===== src/rtl/control_unit.sv =====
// Multi-cycle RV32I main controller: Moore FSM sequencing fetch/decode/execute/memory/write-back.
// Define CONTROL_ILLEGAL_TRAP_EN to trap on unrecognised opcodes (otherwise they execute as a NOP).
module control_unit (
    input  logic       clk,
    input  logic       rst_n,
    input  logic [6:0] opcode_i,
    input  logic       mem_ready_i,
    output logic       pc_write_o,
    output logic       pc_write_cond_o,
    output logic [1:0] pc_source_o,
    output logic       ir_write_o,
    output logic       addr_sel_o,
    output logic       mem_read_o,
    output logic       mem_write_o,
    output logic       reg_write_o,
    output logic [1:0] wb_sel_o,
    output logic [1:0] alu_src_a_o,
    output logic [1:0] alu_src_b_o,
    output logic [1:0] ALU_CO_o,
    output logic       is_immediate_o,
    output logic [3:0] state_o,
    output logic       illegal_o
);

    typedef enum logic [3:0] {
        S_FETCH    = 4'd0,
        S_DECODE   = 4'd1,
        S_MEMADR   = 4'd2,
        S_MEMREAD  = 4'd3,
        S_MEMWB    = 4'd4,
        S_MEMWRITE = 4'd5,
        S_EXEC_R   = 4'd6,
        S_EXEC_I   = 4'd7,
        S_ALUWB    = 4'd8,
        S_BRANCH   = 4'd9,
        S_JAL      = 4'd10,
        S_JALR     = 4'd11,
        S_LUI      = 4'd12
`ifdef CONTROL_ILLEGAL_TRAP_EN
        , S_TRAP   = 4'd13
`endif
    } state_e;

    localparam logic [6:0] OP_LOAD   = 7'b0000011;
    localparam logic [6:0] OP_STORE  = 7'b0100011;
    localparam logic [6:0] OP_REG    = 7'b0110011;
    localparam logic [6:0] OP_IMM    = 7'b0010011;
    localparam logic [6:0] OP_BRANCH = 7'b1100011;
    localparam logic [6:0] OP_JAL    = 7'b1101111;
    localparam logic [6:0] OP_JALR   = 7'b1100111;
    localparam logic [6:0] OP_LUI    = 7'b0110111;
    localparam logic [6:0] OP_AUIPC  = 7'b0010111;

    typedef struct packed {
        logic       pc_write;
        logic       pc_write_cond;
        logic [1:0] pc_source;
        logic       ir_write;
        logic       addr_sel;
        logic       mem_read;
        logic       mem_write;
        logic       reg_write;
        logic [1:0] wb_sel;
        logic [1:0] alu_src_a;
        logic [1:0] alu_src_b;
        logic [1:0] alu_co;
        logic       is_immediate;
    } ctrl_t;

    state_e state_q, state_d;
    ctrl_t  ctrl, ctrl_out;

    // NOTE: state registers use non-blocking assignments so every flop samples pre-edge values.
    always_ff @(posedge clk or negedge rst_n) begin
        if (!rst_n) state_q <= S_FETCH;
        else        state_q <= state_d;
    end

    // NOTE: a default assignment before the case keeps this purely combinational (no latch).
    always_comb begin
        state_d = S_FETCH;
        case (state_q)
            S_FETCH:    state_d = mem_ready_i ? S_DECODE : S_FETCH;
            S_DECODE: begin
                case (opcode_i)
                    OP_LOAD, OP_STORE: state_d = S_MEMADR;
                    OP_REG:            state_d = S_EXEC_R;
                    OP_IMM:            state_d = S_EXEC_I;
                    OP_BRANCH:         state_d = S_BRANCH;
                    OP_JAL:            state_d = S_JAL;
                    OP_JALR:           state_d = S_JALR;
                    OP_LUI:            state_d = S_LUI;
                    OP_AUIPC:          state_d = S_ALUWB;
`ifdef CONTROL_ILLEGAL_TRAP_EN
                    default:           state_d = S_TRAP;
`else
                    default:           state_d = S_FETCH;
`endif
                endcase
            end
            S_MEMADR:   state_d = opcode_i[5] ? S_MEMWRITE : S_MEMREAD;
            S_MEMREAD:  state_d = mem_ready_i ? S_MEMWB : S_MEMREAD;
            S_MEMWRITE: state_d = mem_ready_i ? S_FETCH : S_MEMWRITE;
            S_EXEC_R, S_EXEC_I, S_LUI: state_d = S_ALUWB;
`ifdef CONTROL_ILLEGAL_TRAP_EN
            S_TRAP:     state_d = S_TRAP;
`endif
            default:    state_d = S_FETCH;
        endcase
    end

    always_comb begin
        ctrl = '0;
        case (state_q)
            S_FETCH: begin
                ctrl.mem_read  = 1'b1;
                ctrl.alu_src_b = 2'b01;
                ctrl.ir_write  = mem_ready_i;
                ctrl.pc_write  = mem_ready_i;
            end
            S_DECODE: begin
                ctrl.alu_src_a = 2'b10;
                ctrl.alu_src_b = 2'b10;
            end
            S_MEMADR: begin
                ctrl.alu_src_a = 2'b01;
                ctrl.alu_src_b = 2'b10;
            end
            S_MEMREAD: begin
                ctrl.mem_read = 1'b1;
                ctrl.addr_sel = 1'b1;
            end
            S_MEMWB: begin
                ctrl.reg_write = 1'b1;
                ctrl.wb_sel    = 2'b01;
            end
            S_MEMWRITE: begin
                ctrl.mem_write = 1'b1;
                ctrl.addr_sel  = 1'b1;
            end
            S_EXEC_R: begin
                ctrl.alu_src_a = 2'b01;
                ctrl.alu_co    = 2'b10;
            end
            S_EXEC_I: begin
                ctrl.alu_src_a    = 2'b01;
                ctrl.alu_src_b    = 2'b10;
                ctrl.alu_co       = 2'b10;
                ctrl.is_immediate = 1'b1;
            end
            S_ALUWB:  ctrl.reg_write = 1'b1;
            S_BRANCH: begin
                ctrl.alu_src_a     = 2'b01;
                ctrl.alu_co        = 2'b01;
                ctrl.pc_write_cond = 1'b1;
                ctrl.pc_source     = 2'b01;
            end
            S_JAL: begin
                ctrl.reg_write = 1'b1;
                ctrl.wb_sel    = 2'b10;
                ctrl.pc_write  = 1'b1;
                ctrl.pc_source = 2'b01;
            end
            S_JALR: begin
                ctrl.alu_src_a = 2'b01;
                ctrl.alu_src_b = 2'b10;
                ctrl.reg_write = 1'b1;
                ctrl.wb_sel    = 2'b10;
                ctrl.pc_write  = 1'b1;
            end
            S_LUI: begin
                ctrl.alu_src_a = 2'b11;
                ctrl.alu_src_b = 2'b10;
            end
            default: ctrl = '0;
        endcase
    end

    // Reset holds the FSM in FETCH, whose read strobe must not reach memory during reset.
    assign ctrl_out = rst_n ? ctrl : '0;

    assign pc_write_o      = ctrl_out.pc_write;
    assign pc_write_cond_o = ctrl_out.pc_write_cond;
    assign pc_source_o     = ctrl_out.pc_source;
    assign ir_write_o      = ctrl_out.ir_write;
    assign addr_sel_o      = ctrl_out.addr_sel;
    assign mem_read_o      = ctrl_out.mem_read;
    assign mem_write_o     = ctrl_out.mem_write;
    assign reg_write_o     = ctrl_out.reg_write;
    assign wb_sel_o        = ctrl_out.wb_sel;
    assign alu_src_a_o     = ctrl_out.alu_src_a;
    assign alu_src_b_o     = ctrl_out.alu_src_b;
    assign ALU_CO_o        = ctrl_out.alu_co;
    assign is_immediate_o  = ctrl_out.is_immediate;
    assign state_o         = state_q;

`ifdef CONTROL_ILLEGAL_TRAP_EN
    assign illegal_o = (state_q == S_TRAP);
`else
    assign illegal_o = 1'b0;
`endif

endmodule


===== config.mk =====
export PLATFORM = sky130hd
export DESIGN_NAME = control_unit
export DESIGN_NICKNAME = d
export VERILOG_FILES = /design/src/rtl/control_unit.sv
export SDC_FILE = /design/constraint.sdc
export NUM_CORES = 1
export LEC_CHECK = 0
export ABC_AREA = 1
export BUFFER_PORTS_ARGS = -buffer_cell sky130_fd_sc_hd__buf_2
export CAP_MARGIN = 20
export CORE_AREA = 2 2 39 41
export CTS_CLUSTER_DIAMETER = 50
export DETAILED_ROUTE_END_ITERATION = 8
export DIE_AREA = 0 0 41 43
export PLACE_DENSITY = 0.84
export SLEW_MARGIN = 10
export SYNTH_ARGS = -nofsm -noshare
export SYNTH_HDL_FRONTEND = slang
export SYNTH_SLANG_ARGS = --single-unit
export TNS_END_PERCENT = 20

===== constraint.sdc =====
create_clock -name clk -period 2.2 [get_ports clk]
set_input_delay 0.44 -clock clk [delete_from_list [all_inputs] [get_ports clk]]
set_output_delay 0.44 -clock clk [all_outputs]
set_load 0.02 [all_outputs]

==> out/results.tsv <==
metric	value	unit
status	completed	
hold_buffers	0	
dpl_worst_slack	449	ps
viasPerCell	4.68	
post_dp_cell_area	732	µm²
fin_crit_sh	91.3	%
io_pins	33	
crit-reg2reg-launch	state_o[1]$_DFF_PN0_	
critPathMaxStageDelay	590	ps
synthFlopType	dfrtp_1	
clock_latency	240	ps
grt_antenna_before_repair	0	
first_pass_iters	5	
intPower	189	µW
p_switching	150	µW
p_total	339	µW
fin_crit	2010	ps
comb_power_share	45.5	%
cts_tree	yes	
crit_path_max_fanout	10	
row_count	14	
die_area	0.00176	mm²
power_density	450	mW/mm²
synth-edff-count	0	
gp_congestion	0.813	
ys_top_cells_by_area	nand2_1, dfrtp_1, nor2_1, inv_1, nand3_1	
finalWorstSetupSlack	192	ps
die_h	43	µm
regToRegSetupSlack	960	ps
synth_cells	109	
seqPwrFrac	26.9	%
start_util	42.2	%
synth_area_leader_cell	nand2_1	
critPathArrivalTime	1570	ps
via_count	726	
critical_path_buf_inv_count	2	
io_buffer_count	30	
worst_setup_path_end_kind	primary output	
cp_slowest_cell	dfrtp_1	
ff2ff_path_depth	6	
startpoint_type	flop	
leakage	0.502	nW
fin_area	754	µm²
ant_nets	0	
die_w	41	µm
grt_pass1_vias	582	
synth_top_area_share	23.1	%
clock-sinks	4	
drive_gt1_share	34.5	%
ys_types	19	
finalWirelength	1380	µm
ys_ff_latch	4	
cts_max_path_buffers	2	
insertedDiodeCount	0	
dpl.cell_count	152	
report.final.hold_viol_count	0	
async_flop_share	100	%
ctsResizeCount	0	
cts_buffers	3	
largest_reg_flops	4	
tns	0	ps
reg2reg_to	state_o[0]$_DFF_PN0_	
ys_seq_area_share	17.1	%
rsz0062_at_grt	no	
max-vdd-ir-drop	258	µV
fin_nets	151	
postCtsSetupBuffers	0	
drc	0	
maxCapViolations	0	
cts_root_buf	clkbuf_4	
path_clk_slew	40	ps
path_cells	nand2_1 > inv_1 > nand2_1 > nand3_1 > nor2_1 > nor2_1 > buf_2	
wl_per_cell	8.92	µm
critPathKind	flop to primary output	
grt_max_degree	14	
yosysWarnings	0	
cp_data_required_time	1760	ps
syn_avg_cell_area	5.36	µm²
synth_area	584	µm²
core_area	0.00138	mm²
drv_slew	0	
hpwl	1160	µm
htreeDepth	1	
synth_most_common_cell	nand2_1	
synthTopCellsByCount	nand2_1, nor2_1, inv_1, nand3_1, inv_2	
finalClockSkew	4.50	ps
setup_violations	0	
power_switching_share	44.2	%
grt-ovfl-total	0	
grt_pass1_wl	2200	µm
area_delta_synth_final	29.1	%
layout.cells.non_filler	155	
p_clk_share	27.6	%
fmax	498	MHz
track_usage	18.2	%
hp-class	input port to async pin	
first_iter_violations	11	
crit_family	flip-flops	
==> worst reg2reg max path: stages (launching register included) <==
cell and delay (ps):
dfrtp_1 590, nand2_1 150, nor2_2 190, nand2_1 90
nand2_1 60, nor2_1 40, nand2_1 60
==> layer usage <==
metal  up-vias  track usage, %  share of wire, %
li1        388               -                 -
met1       305            19.5                40
met2        30            31.3                50
met3         3            4.71               8.1
met4         0            8.00               2.0
met5         -               0                 0
==> area by class of cell <==
class	count	area, µm²
tap	16	20.0
clock buffer	3	22.5
sequential	4	100
timing repair buffer	30	150
multi-input combinational	83	390
inverter	19	71.3
fill	148	629
==> layout by cell type, fill, tap and decap left out <==
cell type,instances
a211oi_2,1
a21oi_1,4
buf_2,30
clkbuf_4,3
conb_1,2
dfrtp_1,4
inv_1,13
inv_2,6
nand2_1,36
nand3_1,9
nand3_2,1
nand4_1,1
nor2_1,18
nor2_2,3
nor2_4,3
nor4_2,1
o21ai_0,2
o21ai_1,1
or2_0,1
==> stage by stage <==
stage          utilization (%)  hold WS [ps]
2_1_floorplan                -           144
3_3_place_gp              52.9           269
3_5_place_dp              52.9           272
4_1_cts                   54.5          12.9
5_1_grt                   54.5          19.5
6_report                  54.5          17.4
==> power groups by stage <==
stage	Combinational (mW)	Sequential, mW	Clock (mW)
global route	0.173	0.0917	0.102
detailed placement	0.154	0.0921	0
floorplan	0.107	0.0963	0
CTS	0.155	0.0912	0.0977
finish	0.155	0.0913	0.0936
global placement	0.152	0.0919	0
==> cells by family (layout without fill, tap and decap cells) <==
logic type | count (synthesis) | count (layout) | synth area share [%]
buffers and inverters | 23 | 52 | 16.7
AND/OR/NAND/NOR | 73 | 73 | 57.4
other | 1 | 2 | 0.642
AO/OA/AOI/OAI | 8 | 8 | 8.14
flip-flops | 4 | 4 | 17.1
==> worst max path at each step <==
stage | endpoint | cells past startpoint | startpoint | slack (ps)
after floorplan | alu_src_b_o[1] | 7 | state_o[1]$_DFF_PN0_ | 450
after global placement | pc_source_o[0] | 4 | rst_n | 480
after detailed placement | pc_source_o[0] | 4 | rst_n | 450
after CTS | alu_src_a_o[0] | 7 | state_o[1]$_DFF_PN0_ | 190
after global routing | alu_src_b_o[1] | 7 | state_o[1]$_DFF_PN0_ | 50
final | alu_src_b_o[1] | 7 | state_o[1]$_DFF_PN0_ | 190
Power figures use the tool's default switching activity.
